$ cat config.mk
export PLATFORM = sky130hd
export DESIGN_NAME = instruction_fetch
export DESIGN_NICKNAME = d
export VERILOG_FILES = /design/src/rtl/forth_pkg.sv /design/src/rtl/fetch_skid_reg.sv /design/src/rtl/instruction_fetch.sv
export SDC_FILE = /design/constraint.sdc
export NUM_CORES = 1
export LEC_CHECK = 0
export CAP_MARGIN = 10
export CELL_PAD_IN_SITES_DETAIL_PLACEMENT = 0
export CELL_PAD_IN_SITES_GLOBAL_PLACEMENT = 2
export CORE_MARGIN = 2
export CORE_UTILIZATION = 30
export DETAILED_ROUTE_END_ITERATION = 10
export PLACE_DENSITY = 0.92
export SYNTH_ARGS = -nofsm -noshare
export SYNTH_HDL_FRONTEND = slang
export SYNTH_SLANG_ARGS = --single-unit
$ cat constraint.sdc
create_clock -name clock -period 2.5 [get_ports clock]
set_input_delay 0.5 -clock clock [delete_from_list [all_inputs] [get_ports clock]]
set_output_delay 0.5 -clock clock [all_outputs]
set_load 0.1 [all_outputs]
$ cat src/rtl/forth_pkg.sv
// Shared Forth-core definitions: opcode fields used by fetch and the fetch FSM encoding.
package forth_pkg;
  localparam logic [4:0] JMP_OPCODE   = 5'b11100;
  localparam int         OPC_HI       = 15;
  localparam int         OPC_LO       = 11;
  localparam int         OFFSET_WIDTH = 11;

  typedef enum logic [1:0] {
    IDLE,
    REQ,
    RESP,
    STALL
  } fetch_state_t;

  function automatic logic is_jmp(input logic [OPC_HI-OPC_LO:0] opc);
    return opc == JMP_OPCODE;
  endfunction
endpackage

$ cat src/rtl/fetch_skid_reg.sv
// Output register plus one-deep pending register toward decode (valid/ready).
module fetch_skid_reg #(
  parameter int DW = 16,
  parameter int AW = 16
) (
  input  logic          clock,
  input  logic          reset,
  input  logic          in_valid_i,
  input  logic [DW-1:0] in_data_i,
  input  logic [AW-1:0] in_pc_i,
  output logic          accept_o,
  output logic [DW-1:0] out_data_o,
  output logic [AW-1:0] out_pc_o,
  output logic          out_valid_o,
  input  logic          out_ready_i
);
  logic [DW-1:0] out_data_q, out_data_d, pend_data_q, pend_data_d;
  logic [AW-1:0] out_pc_q, out_pc_d, pend_pc_q, pend_pc_d;
  logic          out_valid_q, out_valid_d, pend_valid_q, pend_valid_d;
  logic          xfer;

  assign xfer     = out_valid_q & out_ready_i;
  assign accept_o = ~out_valid_q | out_ready_i;

  always_comb begin
    out_data_d   = out_data_q;
    out_pc_d     = out_pc_q;
    out_valid_d  = out_valid_q;
    pend_data_d  = pend_data_q;
    pend_pc_d    = pend_pc_q;
    pend_valid_d = pend_valid_q;
    if (xfer) out_valid_d = 1'b0;
    // A consumed output is refilled from the pending slot in the same cycle.
    if (xfer && pend_valid_q) begin
      out_data_d   = pend_data_q;
      out_pc_d     = pend_pc_q;
      out_valid_d  = 1'b1;
      pend_valid_d = 1'b0;
    end
    if (in_valid_i) begin
      if (accept_o) begin
        out_data_d  = in_data_i;
        out_pc_d    = in_pc_i;
        out_valid_d = 1'b1;
      end else begin
        pend_data_d  = in_data_i;
        pend_pc_d    = in_pc_i;
        pend_valid_d = 1'b1;
      end
    end
  end

  always_ff @(posedge clock) begin
    if (reset) begin
      out_data_q   <= '0;
      out_pc_q     <= '0;
      out_valid_q  <= 1'b0;
      pend_data_q  <= '0;
      pend_pc_q    <= '0;
      pend_valid_q <= 1'b0;
    end else begin
      out_data_q   <= out_data_d;
      out_pc_q     <= out_pc_d;
      out_valid_q  <= out_valid_d;
      pend_data_q  <= pend_data_d;
      pend_pc_q    <= pend_pc_d;
      pend_valid_q <= pend_valid_d;
    end
  end

  assign out_data_o  = out_data_q;
  assign out_pc_o    = out_pc_q;
  assign out_valid_o = out_valid_q;
endmodule

$ cat src/rtl/instruction_fetch.sv
// Forth-core fetch stage: reads program memory at the PC and hands words to decode.
// FETCH_JMP_FOLD_EN: fold unconditional JMPs into a PC branch instead of passing them on.
module instruction_fetch
  import forth_pkg::*;
#(
  parameter int ADDR_WIDTH  = 16,
  parameter int INSTR_WIDTH = 16
) (
  input  logic                    clock,
  input  logic                    reset,
  input  logic [ADDR_WIDTH-1:0]   pc_addr,
  output logic                    pc_advance,
  output logic                    branch,
  output logic [OFFSET_WIDTH-1:0] offset,
  output logic                    mem_rd,
  output logic [ADDR_WIDTH-1:0]   mem_addr,
  input  logic [INSTR_WIDTH-1:0]  mem_data,
  output logic [INSTR_WIDTH-1:0]  instr,
  output logic [ADDR_WIDTH-1:0]   instr_pc,
  output logic                    instr_valid,
  input  logic                    instr_ready
);
  fetch_state_t          state_q, state_d;
  logic [ADDR_WIDTH-1:0] fetch_pc_q, fetch_pc_d;
  logic                  fold, sk_in_valid, sk_accept;

`ifdef FETCH_JMP_FOLD_EN
  assign fold = is_jmp(mem_data[OPC_HI:OPC_LO]);
`else
  assign fold = 1'b0;
`endif

  always_comb begin
    state_d     = state_q;
    fetch_pc_d  = fetch_pc_q;
    pc_advance  = 1'b0;
    branch      = 1'b0;
    offset      = '0;
    mem_rd      = 1'b0;
    mem_addr    = '0;
    sk_in_valid = 1'b0;
    unique case (state_q)
      IDLE: state_d = REQ;
      REQ: begin
        mem_rd     = 1'b1;
        mem_addr   = pc_addr;
        fetch_pc_d = pc_addr;
        state_d    = RESP;
      end
      RESP: begin
        if (fold) begin
          pc_advance = 1'b1;
          branch     = 1'b1;
          offset     = mem_data[OFFSET_WIDTH-1:0];
          state_d    = REQ;
        end else begin
          sk_in_valid = 1'b1;
          if (sk_accept) begin
            pc_advance = 1'b1;
            state_d    = REQ;
          end else begin
            state_d = STALL;
          end
        end
      end
      STALL: begin
        // Output is necessarily full here, so ready means it drains this cycle.
        if (instr_ready) begin
          pc_advance = 1'b1;
          state_d    = REQ;
        end
      end
      default: state_d = IDLE;
    endcase
    // Reset wins over whatever state the FSM was in during this cycle.
    if (reset) begin
      pc_advance  = 1'b0;
      branch      = 1'b0;
      offset      = '0;
      mem_rd      = 1'b0;
      mem_addr    = '0;
      sk_in_valid = 1'b0;
    end
  end

  always_ff @(posedge clock) begin
    if (reset) begin
      state_q    <= IDLE;
      fetch_pc_q <= '0;
    end else begin
      state_q    <= state_d;
      fetch_pc_q <= fetch_pc_d;
    end
  end

  fetch_skid_reg #(
    .DW(INSTR_WIDTH),
    .AW(ADDR_WIDTH)
  ) u_skid (
    .clock      (clock),
    .reset      (reset),
    .in_valid_i (sk_in_valid),
    .in_data_i  (mem_data),
    .in_pc_i    (fetch_pc_q),
    .accept_o   (sk_accept),
    .out_data_o (instr),
    .out_pc_o   (instr_pc),
    .out_valid_o(instr_valid),
    .out_ready_i(instr_ready)
  );
endmodule
; Word level (Yosys, flattened, before mapping)
; Cells that the tools add are included.
[classes]
n_eq_ne = 4
mux = 26
bitwise = 4
reduce_logical = 3
[op_table]
columns = op, count
row1 = $mux W16, 8
row2 = $mux W1, 14
row3 = $pmux W2 S4, 1
row4 = $eq A2 B2 Y1 const B, 2
row5 = $mux W2, 2
row6 = $eq A2 B1 Y1 const B, 1
row7 = $logic_not A2 Y1, 1
row8 = $ne A2 B2 Y1 const B, 1
row9 = $not A1 Y1, 2
row10 = $pmux W1 S2, 1
row11 = $reduce_and A2 Y1, 1
row12 = $and A1 B1 Y1, 1
row13 = $logic_and A1 B1 Y1, 1
row14 = $or A1 B1 Y1, 1
[totals]
ff_bits = 84
inputBits = 35
output_inout_bits = 63
elab_cells = 45

; Logic depth before layout (Yosys ltp)
[logic_depth]
depth_word = 5
depth_mapped = 7
mapped_depth_nobuf = 5

; Hierarchy
; From an unflattened synthesis, not the netlist that was laid out.
[unflattened]
hier_cells = 397
hier_area_um2 = 3721.1
[by_module_without_submodules]
columns = mod, instances, cells_per_inst, area_each_um2, seq_area_each_um2
row1 = fetch_skid_reg, 1, 296, 2790.2, 1321.3
row2 = instruction_fetch, 1, 101, 930.9, 360.3

; Worst setup path before layout
; No wires, ideal clock.
[synth_timing]
kind = reg-to-output
startpoint = register state_q[0]
endpoint = output mem_addr[10]
t_arrival_ps = 2880
required_ps = 2000
path_slack_ps = -880
stages_incl_launch_ff = 6
path_buffers = 2
path_cell_list = dfxtp_1 -> ha_1 -> buf_2 -> nor2b_1 -> clkbuf_1 -> and2_1
[synth_between]
elab_chain_len = 3
[synth_lines]
columns = element, line_no
row1 = from (decl), instruction_fetch.sv:23  ; fetch_state_t state_q, state_d;
row2 = from (signal assigned), instruction_fetch.sv:91  ; state_q <= state_d;
row3 = $eq A2 B1 Y1, instruction_fetch.sv:42  ; unique case (state_q)
row4 = $mux W16, instruction_fetch.sv:42
row5 = $mux W16, instruction_fetch.sv:76  ; if (reset) begin
row6 = to (decl), instruction_fetch.sv:16  ; output logic [ADDR_WIDTH-1:0] mem_addr,
; Every way passes these cells.

; Worst setup path after layout
[layout_timing]
startpoint = register state_q[1]
endpoint = output mem_addr[13]
; Same word-level chain as after synthesis.

==> flow_summary.toml <==
[critical_path]
worstPathArrival_ns = 1.64
cp_top_family = "buffers and inverters"
worstPathRequired_ns = 2.00
worstSetupStartpointType = "flip-flop"
cp_num_buf_inv = 3
end_kind = "primary output"
crit_cells = 6
cp_slowest_cell = "dfxtp_1"
reg2regPathDepth = 6
crit_path_max_incr_delay_ns = 0.37
crit_type = "reg -> out"
cp_max_fo = 11
worstPathCellList = "inv_1 -> ha_1 -> nor2b_1 -> buf_4 -> and2_2 -> buf_12"

[pwr]
combinationalPowerShare_pct = 17.3
p_leak_nw = 2.072
p_sw_share_pct = 28.94
switching_power_w = 0.0009481
ir_worst_vdd_mv = 0.2789
clock_power_share_pct = 40.1
intPower_w = 0.002329
p_per_area_nw_per_um2 = 666.7
seq_power_share_pct = 42.7

[floorplanning]
placementRows = 39
dieArea_um2 = 12770
initial_core_util_pct = 30.96
die_w_um = 113.0
ios = 98
die_y_um = 113.0
core_area_um2 = 11520

[sta]
setup_violations = 0
maxSlewViolCount = 0
fin_skew_ns = 0.006330
period_share_pct = 85.51
rsz0062_at_grt = "false"
fin_crit_ns = 2.138
slew_headroom_pct = 63.05
final_hold_viol_count = 0
setup_tns_ns = 0
tightestPinTransition_ns = 0.5536
fmax_ghz = 0.4678

[logic_synthesis]
netlist_area_um2 = 3566
avgSynthCellArea_um2 = 8.960
ys_dominant_reg_cell = "dfxtp_1"
synth_edf_count = 0
ys_ff_latch = 84
synth_cell_types = 28
async_flop_share_pct = 0
ys_warn_count = 0
synthCells = 398
yosysSeqAreaShare_pct = 47.16

[run_status]
status = "finished with violations"
violations = "design-rule violations"

[final_layout]
finish.utilization_pct = 42.68
fillers = 1130
drive_above_1_share_pct = 19.25
nNetsFinal = 511
areaGrowthSynthToFinish_pct = 37.82
seq_area_um2 = 1682
multi_input_area_um2 = 1667
diodes = 0

[grt]
overflow = 0
track_usage_pct = 14.37
grt_pass1_wl_mm = 14.55
grt_max_degree = 33
antenna_found_initial = 0
grt_pass1_vias = 2811

[route]
drtIter0Drc = 154
viasPerCell = 4.702
drtAntennaViolNets = 0
wirelength_mm = 9.027
route.detailed.drc = 8
drtPass1Iterations = 7
wire_per_inst_um = 14.54
vias = 2920

[clock_tree]
cts.sinks = 84
post-cts-setup-buffer-count = 0
path_clk_slew_ns = 0.06
postCtsResizedCells = 0
cts_hold_buffers = 0
cts.path.max_buffers = 2
cts_root_buf = "clkbuf_16"
cts-buffers-inserted = 9
clk-insertion-delay-late_ns = 0.33
htreeDepth = 3
cts_tree = "built"

[worst_hold_path]
min_path_cells = 2
min_path_type = "reg -> reg"

[job]
cap_viol_max_count = 0

[place]
placement.io_buffers = 85
dp_hpwl_mm = 5.795
gp_congestion = 0.7118
## cell type report
class / count / share of cell area, %
Sequential cell: 84 / 34.22
Clock inverter: 5 / 1.273
Tap cell: 143 / 3.641
Inverter: 5 / 0.3819
Timing Repair Buffer: 99 / 21.84
Multi-Input combinational cell: 274 / 33.91
Clock buffer: 11 / 4.735
## state kept, by name, summed over array words and instances (netlist names), named ones only
signal and count:
u_skid.out_data_o 16, u_skid.pend_pc_q 16, state_q 2, fetch_pc_q 16, u_skid.pend_data_q 16, u_skid.out_pc_o 16
u_skid.out_valid_o 1
## cells by family (layout without fill, tap and decap cells)
| family | after synthesis | count (layout) | share of synthesized area, % |
|---|---|---|---|
| adders and majority gates | 3 | 3 | 1.053 |
| AOI/OAI and AO/OA | 104 | 104 | 17.09 |
| muxes | 48 | 48 | 13.47 |
| buffers and inverters | 51 | 120 | 7.789 |
| other | 1 | 12 | 0.1052 |
| and+or+nand+nor | 107 | 107 | 13.33 |
| DFF | 84 | 84 | 47.16 |
## worst register-to-register path, stage by stage, from the launching register on
cell     delay [ns]
dfxtp_1        0.34
inv_1          0.06
ha_1           0.26
inv_2          0.17
or3_1          0.40
buf_4          0.24
a21oi_1        0.17
## synthesized netlist by cell type, drive strengths merged (3+ instances only)
library cell   n  area share, %
a21oi         67            9.4
and2          16            2.8
buf           26            5.1
clkbuf        20            2.1
dfxtp         84             47
ha             3            1.1
inv            5           0.53
mux2i         48             13
nand2         64            6.7
nor2          18            1.9
o31ai         32            6.7
## per-stage QoR
step / hold slack (ns) / area (um^2) / setup slack [ns] / instances / power [W]
after floorplan: 0.4357 / 3625 / -0.2322 / 409 / 0.001828
after global placement: 0.4409 / 4619 / 0.5441 / 605 / 0.001992
after detailed placement: 0.4456 / 4619 / 0.5049 / 605 / 0.001997
after CTS: 0.4539 / 4915 / 0.3363 / 621 / 0.003316
after global routing: 0.4656 / 4915 / 0.1976 / 621 / 0.003394
final: 0.4533 / 4915 / 0.3622 / 621 / 0.003277
## path summary, 6_finish.rpt
kind	slack, ns	end	startpoint
worst min-delay path	0.45	u_skid.pend_pc_q[0]	u_skid.pend_pc_q[0]
worst max register to register	0.79	u_skid.out_data_o[6]	state_q[0]
worst min register to register	0.45	u_skid.pend_pc_q[0]	u_skid.pend_pc_q[0]
worst max-delay path	0.36	mem_addr[13]	state_q[1]
## metal layers
| layer | GRT usage, % | up-vias | part of all wire, % |
|---|---|---|---|
| met5 | 0 | - | 0 |
| met4 | 3.902 | 0 | 0.56 |
| met3 | 3.428 | 7 | 6.4 |
| met2 | 24.07 | 93 | 48 |
| met1 | 18.57 | 1316 | 45 |
| li1 | - | 1504 | - |
## cells in the final DEF, fill, tap and decap left out, drive strengths merged, types with 11 or more instances in the layout
cell and n:
and2 16, clkbuf 11, o31ai 32, buf 66
clkdlybuf4s50 33, dfxtp 84, conb 12, nand2 64
a21oi 67, mux2i 48, nor2 18
## power groups by stage
stage               Sequential (W)  Clock [W]  Combinational, W
floorplan                  0.00151          0          0.000314
global placement           0.00143          0          0.000565
detailed placement         0.00143          0          0.000569
CTS                        0.00140    0.00135          0.000570
global route               0.00140    0.00140          0.000595
finish                     0.00140    0.00131          0.000566
Note: power is estimated with default switching activity, not from simulation.
